<file path="src/rtl/des_pkg.sv">
// DES key-schedule constants, rotation helpers and scheduler state type.
// Shared by des_key_sched and des_pc2.
package des_pkg;

  typedef enum logic [1:0] {
    IDLE = 2'd0,
    CALC = 2'd1,
    EMIT = 2'd2
  } sched_state_e;

  // PC-2 selection: 1-based positions into C||D, bit 1 = MSB, output bit 1 first
  localparam int unsigned PC2_TAB [48] = '{
    14, 17, 11, 24,  1,  5,  3, 28, 15,  6, 21, 10,
    23, 19, 12,  4, 26,  8, 16,  7, 27, 20, 13,  2,
    41, 52, 31, 37, 47, 55, 30, 40, 51, 45, 33, 48,
    44, 49, 39, 56, 34, 53, 46, 42, 50, 36, 29, 32
  };

  function automatic logic [1:0] shift_of(input logic [3:0] idx);
    logic [1:0] amt;
    case (idx)
      4'd0, 4'd1, 4'd8, 4'd15: amt = 2'd1;
      default:                 amt = 2'd2;
    endcase
    return amt;
  endfunction

  function automatic logic [27:0] rotl28(input logic [27:0] x, input logic [1:0] amt);
    logic [27:0] r;
    case (amt)
      2'd1:    r = {x[26:0], x[27]};
      2'd2:    r = {x[25:0], x[27:26]};
      default: r = x;
    endcase
    return r;
  endfunction

  function automatic logic [27:0] rotr28(input logic [27:0] x, input logic [1:0] amt);
    logic [27:0] r;
    case (amt)
      2'd1:    r = {x[0], x[27:1]};
      2'd2:    r = {x[1:0], x[27:2]};
      default: r = x;
    endcase
    return r;
  endfunction

  function automatic logic is_weak(input logic [55:0] cd);
    logic c_flat;
    logic d_flat;
    c_flat = (cd[55:28] == 28'h0000000) | (cd[55:28] == 28'hFFFFFFF);
    d_flat = (cd[27:0]  == 28'h0000000) | (cd[27:0]  == 28'hFFFFFFF);
    return c_flat & d_flat;
  endfunction

endpackage

</file>
<file path="src/rtl/des_pc2.sv">
// Combinational PC-2 permutation: 56-bit C||D in, 48-bit round key out.
module des_pc2
  import des_pkg::*;
(
  input  logic [55:0] cd,
  output logic [47:0] round_key
);

  for (genvar i = 0; i < 48; i++) begin : g_bit
    assign round_key[47-i] = cd[56 - PC2_TAB[i]];
  end

endmodule

</file>
<file path="src/rtl/des_key_sched.sv">
// Streaming DES round-key sequencer: one PC-2 round key per handshake, forward or reverse order.
// Optional weak-key flag enabled by defining DES_KEY_SCHED_WEAK_CHK_EN.
module des_key_sched
  import des_pkg::*;
(
  input  logic        clk_in,
  input  logic        rst_n_in,
  input  logic [55:0] sub_key_in,
  input  logic        sub_key_in_valid,
  output logic        sub_key_in_ready,
  input  logic        decrypt_in,
  output logic [47:0] round_key_out,
  output logic [3:0]  round_idx_out,
  output logic        round_key_valid_out,
  input  logic        round_key_ready_in,
  output logic        done_out,
  output logic        weak_key_out
);

  localparam logic [1:0] ST_IDLE = IDLE;
  localparam logic [1:0] ST_CALC = CALC;
  localparam logic [1:0] ST_EMIT = EMIT;

  logic [1:0]  state_r;
  logic [55:0] cd_r;
  logic [3:0]  idx_r;
  logic        dec_r;
  logic [47:0] key_r;
  logic        valid_r;
  logic        done_r;
  logic        ready_r;

  logic        accept_s;
  logic        emit_hs_s;
  logic [1:0]  shamt_s;
  logic [55:0] next_cd_s;
  logic [55:0] pc2_in_s;
  logic [47:0] pc2_out_s;

  assign accept_s  = sub_key_in_valid & ready_r;
  assign emit_hs_s = (state_r == ST_EMIT) & valid_r & round_key_ready_in;

  // Next C||D: encrypt looks ahead to the following round's left shift, decrypt undoes the current one
  always_comb begin
    shamt_s   = 2'd0;
    next_cd_s = cd_r;
    if (dec_r) begin
      shamt_s   = shift_of(4'd15 - idx_r);
      next_cd_s = {rotr28(cd_r[55:28], shamt_s), rotr28(cd_r[27:0], shamt_s)};
    end else begin
      shamt_s   = shift_of(idx_r + 4'd1);
      next_cd_s = {rotl28(cd_r[55:28], shamt_s), rotl28(cd_r[27:0], shamt_s)};
    end
  end

  // CALC presents the freshly loaded C||D; EMIT precomputes the key for the next handshake
  assign pc2_in_s = (state_r == ST_CALC) ? cd_r : next_cd_s;

  des_pc2 u_pc2 (
    .cd        (pc2_in_s),
    .round_key (pc2_out_s)
  );

  // Sequencer FSM and registered outputs
  always_ff @(posedge clk_in) begin
    if (!rst_n_in) begin
      state_r <= ST_IDLE;
      cd_r    <= 56'h0;
      idx_r   <= 4'd0;
      dec_r   <= 1'b0;
      key_r   <= 48'h0;
      valid_r <= 1'b0;
      done_r  <= 1'b0;
      ready_r <= 1'b0;
    end else begin
      done_r <= 1'b0;
      case (state_r)
        ST_IDLE: begin
          ready_r <= 1'b1;
          if (accept_s) begin
            ready_r <= 1'b0;
            dec_r   <= decrypt_in;
            cd_r    <= decrypt_in ? sub_key_in :
                       {rotl28(sub_key_in[55:28], shift_of(4'd0)),
                        rotl28(sub_key_in[27:0],  shift_of(4'd0))};
            idx_r   <= 4'd0;
            state_r <= ST_CALC;
          end
        end
        ST_CALC: begin
          key_r   <= pc2_out_s;
          idx_r   <= 4'd0;
          valid_r <= 1'b1;
          state_r <= ST_EMIT;
        end
        ST_EMIT: begin
          if (emit_hs_s) begin
            if (idx_r == 4'd15) begin
              valid_r <= 1'b0;
              done_r  <= 1'b1;
              ready_r <= 1'b1;
              state_r <= ST_IDLE;
            end else begin
              idx_r <= idx_r + 4'd1;
              cd_r  <= next_cd_s;
              key_r <= pc2_out_s;
            end
          end
        end
        default: begin
          valid_r <= 1'b0;
          ready_r <= 1'b0;
          state_r <= ST_IDLE;
        end
      endcase
    end
  end

  assign sub_key_in_ready    = ready_r;
  assign round_key_out       = key_r;
  assign round_idx_out       = idx_r;
  assign round_key_valid_out = valid_r;
  assign done_out            = done_r;

`ifdef DES_KEY_SCHED_WEAK_CHK_EN
  logic weak_r;

  // Weak-key flag captured at accept and held until the next accept
  always_ff @(posedge clk_in) begin
    if (!rst_n_in) begin
      weak_r <= 1'b0;
    end else if (accept_s) begin
      weak_r <= is_weak(sub_key_in);
    end
  end

  assign weak_key_out = weak_r;
`else
  assign weak_key_out = 1'b0;
`endif

endmodule
</file>
<file path="config.mk">
export PLATFORM = sky130hd
export DESIGN_NAME = des_key_sched
export DESIGN_NICKNAME = d
export VERILOG_FILES = /design/src/rtl/des_pkg.sv /design/src/rtl/des_pc2.sv /design/src/rtl/des_key_sched.sv
export SDC_FILE = /design/constraint.sdc
export NUM_CORES = 1
export LEC_CHECK = 0
export ABC_CLOCK_PERIOD_IN_PS = 2400
export BUFFER_PORTS_ARGS = -buffer_cell sky130_fd_sc_hd__buf_2
export CAP_MARGIN = 20
export CORE_MARGIN = 4
export CORE_UTILIZATION = 59
export CTS_BUF_LIST = sky130_fd_sc_hd__clkbuf_4
export DETAILED_ROUTE_END_ITERATION = 7
export PLACE_DENSITY = 0.83
export SLEW_MARGIN = 20
export SYNTH_ARGS = -nofsm -noshare
export SYNTH_HDL_FRONTEND = slang
export SYNTH_SLANG_ARGS = --single-unit
</file>
<file path="constraint.sdc">
create_clock -name clk_in -period 2.4 [get_ports clk_in]
set_input_delay 0.36 -clock clk_in [delete_from_list [all_inputs] [get_ports clk_in]]
set_output_delay 0.36 -clock clk_in [all_outputs]
set_load 0.1 [all_outputs]
</file>
After elaboration in Yosys (flattened, before gate mapping)
Index checks and enable logic that the tools add are counted.
W data, S select, Z words.
{"block": "word_totals", "reg_bits": 114, "latchBits": 0, "ramBits": 0, "mem_bits_ro": 0, "input_bits": 61, "out_inout_bits": 56, "word_cells": 82, "memories": 0}
{"block": "op_classes", "add_sub_neg": 2, "mul": 0, "n_div": 0, "magnitude_cmp": 0, "n_eq_ne": 17, "shift": 0, "n_mux": 34, "bitwise_logic": 5, "n_reduce_logical": 16}
{"op": "$mux W56", "n": 6}
{"op": "$pmux W28 S2", "n": 4}
{"op": "$pmux W56 S2", "n": 1}
{"op": "$mux W48", "n": 2}
{"op": "$pmux W48 S2", "n": 1}
{"op": "$eq A4 B4 Y1 const B", "n": 5}
{"op": "$reduce_and A3 Y1", "n": 5}
{"op": "$mux W2", "n": 7}
{"op": "$mux W4", "n": 3}
{"op": "$pmux W4 S3", "n": 1}
{"op": "$eq A4 B1 Y1 const B", "n": 2}
{"op": "$logic_not A4 Y1", "n": 2}
{"op": "$reduce_and A4 Y1", "n": 2}
{"op": "$reduce_or A4 Y1", "n": 2}
{"op": "$eq A2 B1 Y1 const B", "n": 3}
{"op": "$eq A2 B2 Y1 const B", "n": 3}
{"op": "$mux W1", "n": 6}
{"op": "$ne A2 B2 Y1 const B", "n": 3}
{"op": "$pmux W1 S3", "n": 2}
{"op": "$pmux W2 S3", "n": 1}
{"op": "$add A4 B1 Y4 const B", "n": 1}
{"op": "$reduce_bool A2 Y1", "n": 2}
{"op": "$sub A4 B4 Y4 const A", "n": 1}
{"op": "$and A1 B1 Y1", "n": 3}
{"op": "5 further kinds", "n": 6}

Depth between registers and ports, before layout
Gate-level depths: netlist of run 1.
{"block": "depth", "ltp_word": 12, "depth_mapped": 9, "ltp_nobuf": 7}

Modules after synthesis
Synthesis of run 1 repeated with hierarchy kept, for this count alone.
{"block": "unflattened", "cells_unflattened": 1171, "area_unflattened_um2": 8552.0}
{"mod": "des_key_sched", "n_inst": 1, "cells_per_inst": 1123, "area_each_um2": 8191.6, "seq_area_each_um2": 2282.2}
{"mod": "des_pc2", "n_inst": 1, "cells_per_inst": 48, "area_each_um2": 360.3, "seq_area_each_um2": 0.0}

Worst setup path before layout of run 1
Ideal clock, no wire load.
{"block": "synth_timing", "path_type": "flip-flop to flip-flop", "start": "reg idx_r[0], in the netlist round_idx_out[0]", "end": "reg cd_r[45]", "setup_time_ns": 0.119, "arrival_ns": 2.907, "required_ns": 2.281, "setup_slack_ns": -0.626, "path_stages_with_launch": 10, "path_buffers": 2, "period_less_slack_ns": 3.026, "path_cell_list": "dfxtp_1 -> inv_1 -> ha_1 -> a21o_1 -> a21oi_1 -> buf_4 -> buf_2 -> mux2_2 -> a31oi_1 -> a21oi_1"}
{"block": "synth_via", "elab_chain_cells": 11, "elab_cells_between_ends": 29, "classes_between": "add/sub (2); eq/ne (12); mux (10); reduce/logical (5)"}
{"item": "start, declared", "line": "des_key_sched.sv:26", "source": "logic [3:0] idx_r;"}
{"item": "start signal, assigned", "line": "des_key_sched.sv:104", "source": "idx_r <= idx_r + 4'd1;"}
{"item": "$add A4 B1 Y4 or $sub A4 B4 Y4 (tied branches)", "line": "des_key_sched.sv:51, des_key_sched.sv:48"}
{"item": "$eq A4 B1 Y1, or another cell as far along", "line": "des_pkg.sv:21", "source": "case (idx)"}
{"item": "$reduce_or A4 Y1", "line": "des_pkg.sv:21"}
{"item": "$mux W2", "line": "des_pkg.sv:21"}
{"item": "$mux W2", "line": "des_key_sched.sv:47", "source": "if (dec_r) begin"}
{"item": "$eq A2 B2 Y1, or another cell as far along", "line": "des_pkg.sv:30", "source": "case (amt)"}
{"item": "$pmux W28 S2, on equally long branches", "line": "des_pkg.sv:30, des_pkg.sv:40"}
{"item": "$mux W56", "line": "des_key_sched.sv:47"}
{"item": "$mux W56", "line": "des_key_sched.sv:98", "source": "if (idx_r == 4'd15) begin"}
{"item": "$mux W56", "line": "des_key_sched.sv:97", "source": "if (emit_hs_s) begin"}
{"item": "$pmux W56 S2", "line": "des_key_sched.sv:77", "source": "case (state_r)"}
{"item": "end signal, assigned", "line": "des_key_sched.sv:83", "source": "cd_r <= decrypt_in ? sub_key_in :"}
{"item": "end signal, assigned", "line": "des_key_sched.sv:105", "source": "cd_r <= next_cd_s;"}
{"item": "end, declared", "line": "des_key_sched.sv:25", "source": "logic [55:0] cd_r;"}
Parallel ways exist; a longest one is shown, timed or not. The select of a mux whose other input is x is not followed.
A chain may end at the register's enable or synchronous reset.

Worst setup path in the final report of run 1
{"block": "layout_timing", "start": "reg idx_r[0], in the netlist round_idx_out[0]", "end": "reg key_r[20], in the netlist round_key_out[20]"}
{"block": "layout_via", "elab_chain_cells": 12, "elab_cells_between_ends": 30, "classes_between": "add/sub (2); eq/ne (12); mux (11); reduce/logical (5)"}
{"item": "$add A4 B1 Y4 or $sub A4 B4 Y4 (tied branches)", "line": "des_key_sched.sv:51, des_key_sched.sv:48"}
{"item": "$eq A4 B1 Y1, or another cell as far along", "line": "des_pkg.sv:21"}
{"item": "$reduce_or A4 Y1", "line": "des_pkg.sv:21"}
{"item": "$mux W2", "line": "des_pkg.sv:21"}
{"item": "$mux W2", "line": "des_key_sched.sv:47"}
{"item": "$eq A2 B2 Y1, or another cell as far along", "line": "des_pkg.sv:30"}
{"item": "$pmux W28 S2, on equally long branches", "line": "des_pkg.sv:30, des_pkg.sv:40"}
{"item": "$mux W56", "line": "des_key_sched.sv:47"}
{"item": "$mux W56", "line": "des_key_sched.sv:57", "source": "assign pc2_in_s = (state_r == ST_CALC) ? cd_r : next_cd_s;"}
{"item": "$mux W48", "line": "des_key_sched.sv:98"}
{"item": "$mux W48", "line": "des_key_sched.sv:97"}
{"item": "$pmux W48 S2", "line": "des_key_sched.sv:77"}
{"item": "end signal, assigned", "line": "des_key_sched.sv:91", "source": "key_r <= pc2_out_s;"}
{"item": "end signal, assigned", "line": "des_key_sched.sv:106", "source": "key_r <= pc2_out_s;"}
{"item": "end, declared", "line": "des_key_sched.sv:28", "source": "logic [47:0] key_r;"}
Parallel ways exist; a longest one is shown, timed or not. The select of a mux whose other input is x is not followed.

==> run metrics, run 1 <==
most common cell after layout, fill and taps aside=buf_2; vias in the first global route=7530; placed insts=around 1100; hold wc startpoint=round_key_ready_in; reg2reg path depth=8; routed wire length=24400 microns; Via Count=8096; Clock transition at path regs=0.11 ns; row count=40; antenna fix cells=0; crit-path max FO=25; design area=roughly 8600 sq um; Final period util=between 90% and 100%; die height=120 microns; max-cap violation count=0; # DRC=0; Final Skew=0.0125 ns; average wire per standard cell=21.7 microns; first-pass GRT wire length=39200 microns; number of synthesized flops with an enable pin=0; Seq/Total Area, Yosys=30.8%; Fill cells=994; WHS Endpoint=round_key_valid_out$_SDFFE_PN0P_; Initial Util=about three fifths; post-synth net total=944; final-stage net count=slightly above 1000; commonest non-fill, non-tap cells in the layout=buf_2 (114), dfxtp_1 (109), mux2i_1 (107); Final Hold Slack=0.145 ns; Max clock buf depth=2; flops & latches, synth=114; Post-Synthesis Mean Instance Area=8.44 sq um; Core Area=12200 sq um; Detailed Place HPWL=about 16000 microns; sequential cell area=2300 sq um; Setup-failing EPs final=0; Worst Setup Slack, final=0.109 ns; Crit Path Category=reg2reg; length of the first detailed-routing pass in iterations=6; # resized after CTS=0; share of cells above drive strength 1=23.3%; final hold violation count=0; Worst slew margin=between 30% and 40%; Die X=roughly 120 microns; Hold Path Stages=3; start of the worst register-to-register path=round_idx_out[0]$_SDFFE_PN0P_; top_reg_cell synth=dfxtp_1; clock sink count=~110; Layout area overhead=15.8%; GR Util All Layers=33.4%; initial antenna violation count=0; Syn Inst Count=between 800 and 900; Port Buffer Count=115; Setup WS pre-CTS=roughly 0.16 ns; Static Leak=between 3 and 4 nW; Critical Path RT=2.88 ns; Total Power=about 5.4 mW; io pins=between 100 and 150; fin crit period=2.29 ns; Async S/R FF share, synth=0%; post-route ant nets=0; Post-CTS Hold Buffers=0; RSZ-0062 raised after global routing=false; Ys Warns=0; total CTS buffers=17; Startpoint Class=flip-flop; die area=14400 sq um; Finished Layout Cells=1126; Clock Latency Late Sink=0.56 ns; Setup TNS=0 ns; FF-to-FF setup slack=0.11 ns; via/cell ratio=about 7; Post-Synthesis Cell Area=7410 sq um; max-slew violation count=0; CTS H-Tree Depth=4; area of the multi-input gates=4680 sq um; status=complete, no violations; CTS tree=built; largest net degree at the start of global routing=96; PD cells=630 nW/um^2; CP Capture Type=flip-flop; routability cong.=0.905; Max Fclk=436 MHz; CP arrival=~2.8 ns; Core Util, Final=70.6%; Initial DRC Count=1153; Hold Path Class=in2reg; Slew @ Worst Pin=0.960 ns; placed cell area=a little over 8000 sq um; Cell variety after synth=56; peak supply drop=0.502 mV; total grt overflow=0; clock root buffer=clkbuf_4; r2r endpoint=round_key_out[20]$_SDFFE_PN0P_
-- cells in the mapped netlist, types with 5 or more instances --
| cell | count | area [sq um] |
|---|---|---|
| a211o_1 | 14 | 123 |
| a211oi_1 | 27 | 203 |
| a21boi_0 | 6 | 45.0 |
| a21oi_1 | 95 | 475 |
| a221o_1 | 27 | 270 |
| a31oi_1 | 24 | 150 |
| and3_1 | 13 | 81.3 |
| buf_1 | 6 | 22.5 |
| buf_2 | 18 | 90.1 |
| buf_4 | 6 | 45.0 |
| clkbuf_1 | 73 | 274 |
| dfxtp_1 | 114 | 2280 |
| ha_1 | 5 | 62.6 |
| inv_1 | 6 | 22.5 |
| mux2_2 | 13 | 146 |
| mux2i_1 | 107 | 1070 |
| nand2_1 | 11 | 41.3 |
| nand3_1 | 20 | 100 |
| nor2_1 | 38 | 143 |
| nor2b_1 | 8 | 50.1 |
| nor3_1 | 37 | 185 |
| nor4_1 | 13 | 81.3 |
| o21a_1 | 11 | 82.6 |
| o21ai_0 | 52 | 260 |
| o221a_2 | 6 | 67.6 |
| o221ai_1 | 48 | 420 |
| o22ai_1 | 27 | 169 |
| o2bb2ai_1 | 6 | 52.6 |
| o41ai_1 | 5 | 43.8 |
-- state kept, by name (all words and copies together), names as in the netlist --
register / count
cd_r: 56
dec_r: 1
done_out: 1
round_idx_out: 4
round_key_out: 48
round_key_valid_out: 1
state_r: 2
sub_key_in_ready: 1
-- power by group --
part	switching (mW)	internal (mW)	leakage, nW
combinational	1.10	0.445	2.24
clock	0.811	0.816	0.161
sequential	0.196	2.04	0.935
total	2.11	3.30	3.34
-- how the worst max path moves through the flow --
stage | startpoint | end | slack (ns)
3_3_place_gp | round_idx_out[0]$_SDFFE_PN0P_ | cd_r[3]$_SDFFE_PN0P_ | 0.21
2_1_floorplan | round_idx_out[0]$_SDFFE_PN0P_ | cd_r[45]$_SDFFE_PN0P_ | 0.05
4_1_cts | round_idx_out[0]$_SDFFE_PN0P_ | cd_r[49]$_SDFFE_PN0P_ | 0.11
3_5_place_dp | round_idx_out[0]$_SDFFE_PN0P_ | round_key_out[20]$_SDFFE_PN0P_ | 0.16
5_1_grt | round_idx_out[0]$_SDFFE_PN0P_ | cd_r[17]$_SDFFE_PN0P_ | 0.001
6_report | round_idx_out[0]$_SDFFE_PN0P_ | round_key_out[20]$_SDFFE_PN0P_ | 0.11
-- logic make-up after synthesis --
family                   after synthesis  synth area share [%]
other                                  1                0.0506
AND/OR/NAND/NOR                      159                  11.2
multiplexers                         120                  16.4
buffers and inverters                113                  6.65
AO/OA/AOI/OAI                        366                  34.0
adder cells (fa/ha/maj)                5                 0.844
flip-flops                           114                  30.8
-- area by class of cell --
type | count | area share [%]
sequential | 114 | 26.7
clock inverter | 14 | 2.20
multi-input combinational | 651 | 54.5
tap | 168 | 2.45
inverter | 6 | 0.262
timing repair buffer | 156 | 12.4
clock buffer | 17 | 1.49
-- routing by layer --
| layer | global-route usage, % | wire length, microns | up-vias |
|---|---|---|---|
| met2 | 53.6 | 11500 | 593 |
| met4 | 14.5 | 962 | 0 |
| met1 | 43.1 | 9250 | 3796 |
| li1 | - | - | 3609 |
| met3 | 7.35 | 2770 | 98 |
| met5 | 0 | 0 | - |
-- critical path, cell delays in order (launching register included) --
cell and delay, ns:
dfxtp_4 0.38, inv_1 0.14, ha_1 0.16, or4b_4 0.47, o21a_1 0.18, buf_4 0.24, and3_1 0.18, a221o_1 0.28
a21oi_1 0.17
-- timing repair --
item | CTS | global route
hold endpoints to repair | 0 | 0
setup buffers | 0 | 0
endpoints found under the setup margin | 0 | 1
Power figures use the tool's default switching activity.
==> run 2: changes to the inputs <==
ABC_CLOCK_PERIOD_IN_PS = 2200   (was 2400)
RECOVER_POWER = 50   (was unset)
clock period = 2.2 ns   (was 2.4 ns; I/O delays follow)
==> run 2 against run 1 <==
Count of clock-buffer cells in the layout rose by 2. Critical endpoint is now cd_r[12]$_SDFFE_PN0P_. Critical path depth did not move. Clock skew rose by 0.0078 ns. Hold slack got worse by 0.042 ns. Total power rose by 7.1%. First-iteration DRC count fell by 7.4%. Largest cell class unchanged. Flip-flop and latch count did not move.
==> run metrics, run 2 (synthesis gave the netlist of run 1 again) <==
final-stage net count=1024 (+1.2%); Die X=120 microns (unchanged); max-slew violation count=0 (unchanged); Worst Setup Slack, final=0.0698 ns (-0.0390 ns); Hold Path Class=in2reg; placed cell area=8380 sq um (+1.3%); total grt overflow=0 (unchanged); Worst slew margin=50.2% (+14 points); Critical Path RT=2.69 ns (-0.19 ns); Core Util, Final=71.3% (+0.71 points); Startpoint Class=flip-flop; PD cells=668 nW/um^2 (+6.0%); FF-to-FF setup slack=0.07 ns (-0.04 ns); CTS tree=built; CP arrival=2.62 ns (-0.15 ns); post-route ant nets=0 (unchanged); Largest Register=cd_r; Via Count=8118 (+0.27%); die area=14400 sq um (unchanged); met1 wire length=9260 microns (about the same); placed insts=1107 (+1.1%); CTS H-Tree Depth=4 (unchanged); Setup WS pre-CTS=0.0717 ns (-0.0879 ns); Layout area overhead=17.0%; io pins=117 (unchanged); Clock transition at path regs=0.10 ns (about the same); row count=40 (unchanged); fin crit period=2.13 ns (-0.161 ns); CP Buf/Inv Count=2 (unchanged); commonest non-fill, non-tap cells in the layout=mux2i_1 (107), dfxtp_1 (107), a21oi_1 (93); largest net degree at the start of global routing=76 (-21%); Slew @ Worst Pin=0.747 ns (-0.214 ns); Crit Path Category=reg2reg; via/cell ratio=7.13 (-0.87%); met2 wire length=11200 microns (-2.2%); crit-path cells=ha_4 -> clkbuf_1 -> a21o_1 -> a21oi_4 -> buf_12 -> mux2i_1 -> a221o_1 -> o22ai_1; GR Util All Layers=33.5% (+0.11 points); RSZ-0062 raised after global routing=false; first-pass GRT wire length=39500 microns (+0.58%); # DRC=0 (unchanged); average wire per standard cell=21.4 microns (-1.2%); Final Skew=0.0203 ns (+0.00779 ns); Initial Util=61.0% (unchanged); status=complete, no violations; Initial DRC Count=1068 (-7.4%); Final period util=96.8% (+1.4 points); Total Power=5.79 mW (+7.1%); Fill cells=993 (-0.10%); Max clock buf depth=2 (unchanged); crit path from=round_idx_out[0]$_SDFFE_PN0P_; hold wc startpoint=round_key_ready_in; die height=120 microns (unchanged); Post-CTS Hold Buffers=0 (unchanged); total CTS buffers=17 (unchanged); clock sink count=114 (unchanged); Clock Latency Late Sink=0.57 ns (about the same); r2r endpoint=cd_r[12]$_SDFFE_PN0P_; final hold violation count=0 (unchanged); max-cap violation count=0 (unchanged); met3 WL=2800 microns (+1.2%); Core Area=12200 sq um (unchanged); crit-path max FO=32 (+28%); Final Hold Slack=0.103 ns (-0.0422 ns); design area=8670 sq um (+1.0%); peak supply drop=0.411 mV (-18%); clock root buffer=clkbuf_4; initial antenna violation count=1 (+1); CP max stage delay=0.40 ns (-0.07 ns); vias in the first global route=7739 (+2.8%); WHS Endpoint=round_key_valid_out$_SDFFE_PN0P_; share of cells above drive strength 1=24.6% (+1.4 points); Detailed Place HPWL=15600 microns (+0.18%); Max Fclk=469 MHz (+7.6%); Hold Path Stages=3 (unchanged); length of the first detailed-routing pass in iterations=6 (unchanged); routed wire length=24400 microns (about the same); Finished Layout Cells=1139 (+1.2%); CP delay by family, top=compound AO/OA/AOI/OAI gates; max reg flops=56 (unchanged); crit path max-delay cell type=a221o_1; Static Leak=3.35 nW (+0.28%); reg2reg path depth=8 (unchanged); Top Metal Used=met4; CP Capture Type=flip-flop; Setup-failing EPs final=0 (unchanged); Port Buffer Count=115 (unchanged); routability cong.=0.917 (+1.3%); start of the worst register-to-register path=round_idx_out[0]$_SDFFE_PN0P_; Setup TNS=0 ns (unchanged)
## run 2: cell types whose count changed in the layout (fill, tap and decap cells not counted), moves of 2 or more
cell        change
clkinv_2        +2
buf_4          +10
dfxtp_1         -2
clkbuf_2       +55
buf_2          -55
clkbuf_4        +3
clkinv_4        -2
clkinvlp_4      -2
## run 2: final cells by class
cell class	instances	area, sq um	area share (%)
diodes	1	2.50	0.0289
flip-flops and latches	114	2300	26.5
clock inverters	12	140	1.62
well taps	168	210	2.42
clock buffers	19	143	1.65
repair buffers	168	1150	13.2
multi-input cells	651	4700	54.2
inverters	6	25.0	0.289
## run 2: worst reg2reg max path: stages, from the launching register on
cell      delay [ns]
dfxtp_4         0.37
ha_4            0.16
clkbuf_1        0.16
a21o_1          0.21
a21oi_4         0.19
buf_12          0.27
mux2i_1         0.14
a221o_1         0.40
o22ai_1         0.18
## run 2: worst max path at each step
stage	endpoint	slack (ns)	cells after the start
2_1_floorplan	cd_r[11]$_SDFFE_PN0P_	-0.007	9
3_3_place_gp	cd_r[34]$_SDFFE_PN0P_	0.13	8
3_5_place_dp	cd_r[34]$_SDFFE_PN0P_	0.07	8
4_1_cts	cd_r[34]$_SDFFE_PN0P_	0.05	8
5_1_grt	round_key_out[41]$_SDFFE_PN0P_	0.001	8
6_report	cd_r[12]$_SDFFE_PN0P_	0.07	8
## run 2: timing repair
action	4_1_cts	5_1_grt
resized for setup	0	4
setup buffers	0	0
endpoints found under the setup margin	0	22
## run 2: power by group
group	internal (mW)	total [mW]	leakage (nW)	switching (mW)
Clock	0.792	1.64	0.157	0.850
Combinational	0.500	1.72	2.26	1.22
Sequential	2.22	2.44	0.936	0.213
Total	3.52	5.79	3.35	2.28
## run 2: routing by layer
layer  vias to the layer above  GRT usage (%)
li1                       3634              -
met1                      3772           42.2
met2                       589           52.6
met3                       123           8.20
met4                         0           18.1
met5                         -              0
==> run 3: changes to the inputs <==
CORE_MARGIN = unset   (was 4)
CORE_UTILIZATION = 58   (was 59)
CTS_BUF_LIST = unset   (was sky130_fd_sc_hd__clkbuf_4)
PLACE_DENSITY = unset   (was 0.83)
PLACE_DENSITY_LB_ADDON = 0.1   (was unset)
==> run 3 against run 2 <==
First-iteration DRC count rose by 6.6%. Combinational power barely moved. Clock skew fell by 0.013 ns. Largest cell class unchanged. Count of clock-buffer cells in the layout rose by 3. Total power rose by 22%. Final cell count rose by 0.97%. Fmax fell by 2.0%. Critical endpoint is now cd_r[49]$_SDFFE_PN0P_. Critical path depth did not move. Non-clock buffer count rose by 11.
==> run metrics, run 3 (synthesis gave the netlist of run 1 again) <==
Layout area overhead=23.0%; Critical Path RT=2.52 ns (-0.17 ns); Setup-failing EPs final=0 (unchanged); share of cells above drive strength 1=26.0% (+1.3 points); Static Leak=3.61 nW (+7.7%); max reg flops=56 (unchanged); Initial DRC Count=1138 (+6.6%); Via Count=8340 (+2.7%); CTS H-Tree Depth=4 (unchanged); Initial Util=60.7% (-0.25 points); Core Area=12200 sq um (+0.41%); GR Util All Layers=39.9% (+6.4 points); peak supply drop=0.633 mV (+54%); Setup TNS=0 ns (unchanged); commonest non-fill, non-tap cells in the layout=buf_2 (114), mux2i_1 (107), dfxtp_1 (107); antenna fix cells=0 (-1); start of the worst register-to-register path=round_idx_out[0]$_SDFFE_PN0P_; row count=40 (unchanged); largest net degree at the start of global routing=78 (+2.6%); crit path from=round_idx_out[0]$_SDFFE_PN0P_; most common cell after layout, fill and taps aside=buf_2; Worst slew margin=46.2% (-4.0 points); Clock Latency Late Sink=0.43 ns (-0.14 ns); CP arrival=2.50 ns (-0.12 ns); initial antenna violation count=0 (-1); length of the first detailed-routing pass in iterations=6 (unchanged); hold wc startpoint=round_key_ready_in; CTS tree=built; Detailed Place HPWL=16300 microns (+4.5%); Port Buffer Count=115 (unchanged); Crit Path Category=reg2reg; routed wire length=26600 microns (+9.1%); max-cap violation count=0 (unchanged); PD cells=773 nW/um^2 (+16%); fin crit period=2.17 ns (+0.0432 ns); # DRC=0 (unchanged); crit-path max FO=8 (-75%); Hold Path Class=in2reg; vias in the first global route=7854 (+1.5%); CP Capture Type=flip-flop; status=complete, no violations; die area=13200 sq um (-8.2%); final-stage net count=1035 (+1.1%); total CTS buffers=17 (unchanged); post-route ant nets=0 (unchanged); Clock transition at path regs=0.06 ns (-0.04 ns); Max Fclk=460 MHz (-2.0%); clock root buffer=clkbuf_16; max-slew violation count=0 (unchanged); Slew @ Worst Pin=0.806 ns (+0.0597 ns); clock sink count=114 (unchanged); Finished Layout Cells=1150 (+0.97%); routability cong.=0.910 (-0.71%); Die X=115 microns (-4.2%); Max clock buf depth=2 (unchanged); die height=115 microns (-4.2%); Post-CTS Hold Buffers=0 (unchanged); Largest Register=cd_r; io pins=117 (unchanged); placed insts=1111 (+0.36%); Worst Setup Slack, final=0.0265 ns (-0.0432 ns); via/cell ratio=7.25 (+1.8%); average wire per standard cell=23.2 microns (+8.1%); Startpoint Class=flip-flop; Setup WS pre-CTS=0.00486 ns (-0.0668 ns); first-pass GRT wire length=41000 microns (+3.8%); Final period util=98.8% (+2.0 points); final hold violation count=0 (unchanged); total grt overflow=0 (unchanged); Final Skew=0.00764 ns (-0.0126 ns)
## run 3: cell count changes in the layout (fill, tap and decap cells not counted), moves of 2 or more
cell | before | now
clkbuf_4 | 20 | 0
buf_2 | 59 | 114
clkinv_2 | 4 | 7
clkinv_1 | 2 | 0
clkbuf_2 | 55 | 0
buf_6 | 0 | 2
clkbuf_16 | 0 | 20
buf_12 | 14 | 11
buf_4 | 38 | 49
clkbuf_8 | 0 | 4
## run 3: final timing paths
path	end	slack, ns	cells after the start
hold reg to reg	sub_key_in_ready$_SDFFE_PN0P_	0.52	2
hold / removal	round_key_valid_out$_SDFFE_PN0P_	0.24	3
setup reg to reg	cd_r[49]$_SDFFE_PN0P_	0.03	8
setup / recovery	cd_r[49]$_SDFFE_PN0P_	0.03	8
## run 3: final cells by class
cell class                 instances  area, sq um
multi-input combinational        651         4710
inverter                           6         25.0
sequential                       114         2300
clock buffer                      22          505
fill                             932         3100
timing repair buffer             179         1260
tap                              168          210
clock inverter                    10          103
## run 3: per-layer routing
metal,global-route usage (%),up-vias,part of all wire (%)
met5,0,-,0
met4,19.9,0,3.5
met3,10.0,106,12
met2,61.2,649,45
met1,52.0,3935,39
li1,-,3650,-
## run 3: repair_timing
action                                  CTS  global route
cloned                                    1             2
buffers inserted                          3             1
gates resized for setup                   3             5
pin swaps                                 1             2
endpoints found under the setup margin    3            38
## run 3: power by group
group          switching [mW]  total (mW)  leakage [nW]  internal, mW
combinational            1.24        1.75          2.37         0.504
sequential              0.216        2.44         0.936          2.23
clock                    1.02        2.85         0.306          1.84
total                    2.48        7.05          3.61          4.57
## run 3: per-stage QoR
stage / hold WS [ns] / area [sq um] / total power, mW / utilization (%)
final: 0.243 / 9110 / 7.05 / 74.6
after CTS: 0.235 / 9050 / 6.97 / 74.1
after global routing: 0.279 / 9110 / 7.23 / 74.6
after detailed placement: 0.506 / 8380 / 4.17 / 68.6
after global placement: 0.484 / 8380 / 4.13 / 68.6
after floorplan: 0.510 / 7460 / 3.73 / -
## run 3: worst max-delay path: stages (launching register included)
cell and delay, ns:
dfxtp_4 0.38, inv_4 0.08, ha_1 0.13, or4b_4 0.49, o21ai_2 0.12, nor2_1 0.10
buf_4 0.19, or3_1 0.31, a32o_1 0.25
